**src/rtl/dlx_pkg.sv**
```systemverilog
// Shared DLX definitions: fetch FSM states, default reset PC, instruction field
// positions and the team 32-bit carry-lookahead adder.
package dlx_pkg;

    typedef enum logic [1:0] {
        ST_BOOT  = 2'd0,
        ST_FETCH = 2'd1,
        ST_ISSUE = 2'd2,
        ST_FAULT = 2'd3
    } fetch_state_e;

    localparam logic [31:0] DEFAULT_RESET_PC = 32'h0000_0000;

    localparam int unsigned OPCODE_MSB = 31;
    localparam int unsigned OPCODE_LSB = 26;
    localparam int unsigned IMM16_MSB  = 15;
    localparam int unsigned IMM26_MSB  = 25;

    // Two-level lookahead: 4-bit groups, group carries chained through G/P terms.
    function automatic logic [31:0] cla_add32(input logic [31:0] a, input logic [31:0] b);
        logic [31:0] g;
        logic [31:0] p;
        logic [31:0] c;
        logic [6:0]  gg;
        logic [6:0]  gp;
        logic [7:0]  gc;
        g     = a & b;
        p     = a ^ b;
        gc    = 8'h00;
        for (int k = 0; k < 7; k++) begin
            gg[k]   = g[4*k+3] | (p[4*k+3] & g[4*k+2]) | (p[4*k+3] & p[4*k+2] & g[4*k+1])
                    | (p[4*k+3] & p[4*k+2] & p[4*k+1] & g[4*k]);
            gp[k]   = &p[4*k +: 4];
            gc[k+1] = gg[k] | (gp[k] & gc[k]);
        end
        for (int k = 0; k < 8; k++) begin
            c[4*k]   = gc[k];
            c[4*k+1] = g[4*k] | (p[4*k] & gc[k]);
            c[4*k+2] = g[4*k+1] | (p[4*k+1] & g[4*k]) | (p[4*k+1] & p[4*k] & gc[k]);
            c[4*k+3] = g[4*k+2] | (p[4*k+2] & g[4*k+1]) | (p[4*k+2] & p[4*k+1] & g[4*k])
                     | (p[4*k+2] & p[4*k+1] & p[4*k] & gc[k]);
        end
        return p ^ c;
    endfunction

endpackage

```
**src/rtl/next_pc_gen.sv**
```systemverilog
// Combinational next-PC generator: pc+4, sign-extended branch/jump offsets and
// the jmp_r > jmp > taken-branch > sequential priority select.
module next_pc_gen
    import dlx_pkg::*;
(
    input  logic [31:0] pc,
    input  logic [25:0] imm26,
    input  logic        branch_z,
    input  logic        branch_nz,
    input  logic        jmp,
    input  logic        jmp_r,
    input  logic        zero,
    input  logic [31:0] bus_a,
    output logic [31:0] pc_plus4,
    output logic [31:0] next_pc
);

    logic [31:0] offset_s;
    logic [31:0] target_s;
    logic        taken_s;

    assign pc_plus4 = cla_add32(pc, 32'd4);
    assign target_s = cla_add32(pc_plus4, offset_s);
    assign taken_s  = (branch_z & zero) | (branch_nz & ~zero);

    // Offset width follows the jump format when jmp is set, else the branch format.
    always_comb begin
        offset_s = 32'h0000_0000;
        if (jmp) begin
            offset_s = {{6{imm26[IMM26_MSB]}}, imm26[IMM26_MSB:0]};
        end else begin
            offset_s = {{16{imm26[IMM16_MSB]}}, imm26[IMM16_MSB:0]};
        end
    end

    // A branch raised alongside any jump loses to the jump.
    always_comb begin
        next_pc = pc_plus4;
        if (jmp_r) begin
            next_pc = bus_a;
        end else if (jmp) begin
            next_pc = target_s;
        end else if (taken_s) begin
            next_pc = target_s;
        end else begin
            next_pc = pc_plus4;
        end
    end

endmodule

```
**src/rtl/fetch_unit.sv**
```systemverilog
// DLX instruction fetch unit: BOOT/FETCH/ISSUE(/FAULT) FSM holding PC and IR.
// Optional PC_ALIGN_CHECK_EN traps misaligned redirects in FAULT instead of masking them.
module fetch_unit
    import dlx_pkg::*;
#(
    parameter logic [31:0] RESET_PC = DEFAULT_RESET_PC
) (
    input  logic        clk,
    input  logic        rst_n,
    output logic        imem_req,
    output logic [31:0] imem_addr,
    input  logic        imem_ack,
    input  logic [31:0] imem_rdata,
    output logic [31:0] inst,
    output logic        inst_valid,
    input  logic        inst_ready,
    output logic [31:0] pc_out,
    output logic [31:0] pc_plus4,
    input  logic        branch_z,
    input  logic        branch_nz,
    input  logic        jmp,
    input  logic        jmp_r,
    input  logic        zero,
    input  logic [31:0] bus_a,
    output logic        fault
);

    fetch_state_e state_r;
    fetch_state_e state_nx_s;
    logic [31:0]  pc_r;
    logic [31:0]  pc_nx_s;
    logic [31:0]  ir_r;
    logic [31:0]  ir_nx_s;
    logic [31:0]  next_pc_s;
    logic         imem_req_r;
    logic         inst_valid_r;

    next_pc_gen u_next_pc_gen (
        .pc        (pc_r),
        .imm26     (ir_r[IMM26_MSB:0]),
        .branch_z  (branch_z),
        .branch_nz (branch_nz),
        .jmp       (jmp),
        .jmp_r     (jmp_r),
        .zero      (zero),
        .bus_a     (bus_a),
        .pc_plus4  (pc_plus4),
        .next_pc   (next_pc_s)
    );

    // Next-state, PC and IR update; acks and retires outside their state fall through.
    always_comb begin
        state_nx_s = state_r;
        pc_nx_s    = pc_r;
        ir_nx_s    = ir_r;
        case (state_r)
            ST_BOOT: begin
                state_nx_s = ST_FETCH;
            end
            ST_FETCH: begin
                if (imem_ack) begin
                    ir_nx_s    = imem_rdata;
                    state_nx_s = ST_ISSUE;
                end else begin
                    state_nx_s = ST_FETCH;
                end
            end
            ST_ISSUE: begin
                if (inst_ready) begin
`ifdef PC_ALIGN_CHECK_EN
                    pc_nx_s = next_pc_s;
                    if (next_pc_s[1:0] != 2'b00) begin
                        state_nx_s = ST_FAULT;
                    end else begin
                        state_nx_s = ST_FETCH;
                    end
`else
                    pc_nx_s    = next_pc_s & 32'hFFFF_FFFC;
                    state_nx_s = ST_FETCH;
`endif
                end else begin
                    state_nx_s = ST_ISSUE;
                end
            end
            ST_FAULT: begin
                state_nx_s = ST_FAULT;
            end
            default: begin
                state_nx_s = ST_BOOT;
            end
        endcase
    end

`ifdef PC_ALIGN_CHECK_EN
    logic fault_r;
`endif

    // State, PC, IR and the output flags decoded one cycle early from the next state.
    always_ff @(posedge clk or negedge rst_n) begin
        if (!rst_n) begin
            state_r      <= ST_BOOT;
            pc_r         <= RESET_PC;
            ir_r         <= 32'h0000_0000;
            imem_req_r   <= 1'b0;
            inst_valid_r <= 1'b0;
`ifdef PC_ALIGN_CHECK_EN
            fault_r      <= 1'b0;
`endif
        end else begin
            state_r      <= state_nx_s;
            pc_r         <= pc_nx_s;
            ir_r         <= ir_nx_s;
            imem_req_r   <= (state_nx_s == ST_FETCH);
            inst_valid_r <= (state_nx_s == ST_ISSUE);
`ifdef PC_ALIGN_CHECK_EN
            fault_r      <= (state_nx_s == ST_FAULT);
`endif
        end
    end

    assign imem_req   = imem_req_r;
    assign imem_addr  = pc_r;
    assign inst       = ir_r;
    assign inst_valid = inst_valid_r;
    assign pc_out     = pc_r;
`ifdef PC_ALIGN_CHECK_EN
    assign fault      = fault_r;
`else
    assign fault      = 1'b0;
`endif

endmodule

```
**config.mk**
```make
export PLATFORM = sky130hd
export DESIGN_NAME = fetch_unit
export DESIGN_NICKNAME = d
export VERILOG_FILES = /design/src/rtl/dlx_pkg.sv /design/src/rtl/next_pc_gen.sv /design/src/rtl/fetch_unit.sv
export SDC_FILE = /design/constraint.sdc
export NUM_CORES = 1
export LEC_CHECK = 0
export ABC_CLOCK_PERIOD_IN_PS = 11200
export BUFFER_PORTS_ARGS = -buffer_cell sky130_fd_sc_hd__clkbuf_2
export CAP_MARGIN = 0
export CORE_MARGIN = 3
export CORE_UTILIZATION = 39
export CTS_CLUSTER_DIAMETER = 30
export DETAILED_ROUTE_END_ITERATION = 8
export PLACE_DENSITY = 0.66
export SYNTH_ARGS = -nofsm -noshare
export SYNTH_HDL_FRONTEND = slang
export SYNTH_HIERARCHICAL = 1
export SYNTH_SLANG_ARGS = --single-unit
```
**constraint.sdc**
```tcl
create_clock -name clk -period 11.2 [get_ports clk]
set_input_delay 2.24 -clock clk [delete_from_list [all_inputs] [get_ports clk]]
set_output_delay 2.24 -clock clk [all_outputs]
set_load 0.01 [all_outputs]
```
==> results.md <==
- CTS tree: yes
- Clk buf depth: 2
- Worst-Margin Slew: ~1100 ps
- Max cap viols: 0
- First-pass GRT wire length: between 20000 and 25000 um
- CP Max Fanout: 7
- DR vias: ~4700
- PD cells: 300 nW/um^2
- R2R Path End: imem_addr[29]$_DFFE_PN0P_
- DRT Pass-1 Iters: 5
- R2R Setup Slk: approximately 5900 ps
- Startpoint Class: flip-flop
- DRC Markers: 0
- Vias per std cell: just over 5
- Final count of pins violating max slew: 0
- Worst Reg-to-Reg Cells: 22
- CP cell instances: ha_1 > nand4_1 > or3_1 > nor3_2 > nand2_1 > nor4_1 > ha_1 > xor2_1 > clkbuf_2
- FMAX: around 180 MHz
- Hold path start: inst[31]$_DFFE_PN0P_
- Routed Antenna Nets: 0
- Minimum clock period: between 5000 and 6000 ps
- Site row count: 42
- Root buffer cell: clkbuf_16
- Placer Congestion: 0.905
- CTS clk-pin slew, worst paths: about 60 ps
- Post-CTS Resized: 0
- Final-report hold violation count: 0
- Worst hold path type: flip-flop to flip-flop
- Largest net degree at the start of global routing: 67
- CTS Sinks: 66
- Worst skew pair latency: roughly 340 ps
- Die area: 15700 sq um
- WP data required: around 9000 ps
- Dpl cell area: about 6400 sq um
- Layout cell share with drive strength beyond 1: 40.8%
- RSZ-0062 raised after global routing: false
- Hold depth: 1
- Max incr delay on CP: roughly 500 ps
- Synth Warn #: 6
- CTS Buf Count: 9
- Final instance area: approximately 6700 sq um
- Crit path max-delay family: simple AND/OR/NAND/NOR gates
- Hold buffer count at CTS: 0
- Fin Clk Skew: ~5.5 ps
- Cell mode on critical path: ha_1
- Fin Setup TNS: 0 ps
- Setup crit end kind: primary output
- Post-Layout Cell Count: about 910
- Vias in the first global route: between 4000 and 5000
- Post-CTS setup repair buffer count: 0
- Core footprint: ~14000 sq um
- Slowest cell on crit path: or3_1
- Initial antenna violation count: 0
- Grt ovf: 0
- Final setup vio count: 0
- Mapped Cells: 573
- Period utilization: between 50% and 60%
- Starting density of the core: 40.9%
- Critical Path Start: imem_addr[2]$_DFFE_PN0P_
- R2r startpoint: imem_addr[2]$_DFFE_PN0P_
- Gr usage total: a little under a fifth
- DR WL/cell: ~16 um
- Cell Area, Synth: roughly 5500 sq um
- Max transition margin: between 20% and 30%
- Leakage: between 3 and 4 nW
- Crit path DAT: roughly 3400 ps
- Antenna diodes: 0
- WP buf/inv: 1
- Placed cells: ~900
- Initial DRC count: around 260
- Port buffer count: just under 200
- Fin nets: 850
- Total power: 0.00201 W
- Die width: ~130 um
- Htree depth: 3
- Height of the die: around 130 um
- Outcome: complete, no violations
- Avg Inst Size Synth: 9.68 sq um
- Peak supply drop: around 0.18 mV
- Hold path endpoint: inst[31]$_DFFE_PN0P_
- Crit Path Category: flip-flop to primary output
- DP HPWL: ~11000 um
- I/O Pins: about 200
- Area grow syn2layout: 20.3%
- WL final: approximately 15000 um
## worst max-delay path by stage
stage	endpoint	slack [ps]	depth (start not counted)
after global placement	imem_addr[28]$_DFFE_PN0P_	5400	16
final	pc_plus4[29]	5600	9
after detailed placement	imem_addr[28]$_DFFE_PN0P_	5330	16
after CTS	pc_plus4[29]	5520	9
after floorplan	imem_addr[29]$_DFFE_PN0P_	6070	18
after global routing	imem_addr[28]$_DFFE_PN0P_	5320	16
## placed cells by master, fill, tap and decap left out, types with 3 or more instances in the layout
cell type   instances
conb_1             10
xnor2_1            17
mux2_4             28
nor2_1             34
xor2_1             23
nand2b_1            5
nor3b_1             3
nand2_1            59
nand4_1             3
a21oi_2             4
nor3_1              8
nand3_1            11
inv_1              33
o31ai_1             4
a211oi_1            7
clkinvlp_4          3
o21a_1              6
nor2b_1             6
fa_1                8
a21o_1              6
dfrtp_1            66
ha_1               38
or3_1               3
and3_1              4
a21oi_1            38
mux2_2             45
o21ai_0            16
clkbuf_2          193
clkbuf_16           9
## power breakdown
| part | total [W] | internal, W | switching [W] | leakage (nW) |
|---|---|---|---|---|
| registers | 0.000487 | 0.000345 | 0.000141 | 0.817 |
| logic | 0.00125 | 0.000583 | 0.000665 | 2.59 |
| clock network | 0.000271 | 0.000151 | 0.000120 | 0.128 |
## registers in the layout, summed over array words and instances (netlist names)
| name | cells |
|---|---|
| imem_addr | 30 |
| imem_req | 1 |
| inst | 32 |
| inst_valid | 1 |
| state_r | 2 |
## worst register-to-register path: cells and delay by family (launching register included)
| family | cells | cell delay (ps) |
|---|---|---|
| AO/OA/AOI/OAI | 4 | 650 |
| adder cells (fa/ha/maj) | 3 | 1010 |
| flip-flops | 1 | 440 |
| multiplexers | 1 | 300 |
| AND/OR/NAND/NOR | 12 | 2270 |
| XOR/XNOR | 2 | 510 |
## layout make-up
class,count,area [sq um]
clock inverters,7,53.8
well taps,176,220
flip-flops and latches,66,1650
repair buffers,195,981
multi-input cells,426,3420
fillers,1319,6880
clock buffers,9,225
inverters,33,124
## metal layers
metal,routed length [um],track usage (%),up-vias
li1,-,-,2260
met1,6810,24.9,2241
met2,6680,30.1,173
met3,1020,5.33,25
met4,294,6.31,0
met5,0,0,-
## per-stage QoR
stage | hold slack (ps) | worst slack [ps] | util (%)
3_5_place_dp | 494 | 5330 | 47.2
3_3_place_gp | 496 | 5400 | 47.2
2_1_floorplan | 551 | 6070 | -
4_1_cts | 520 | 5520 | 49.3
5_1_grt | 550 | 5320 | 49.3
6_report | 520 | 5600 | 49.3
Note: power is estimated with default switching activity, not from simulation.
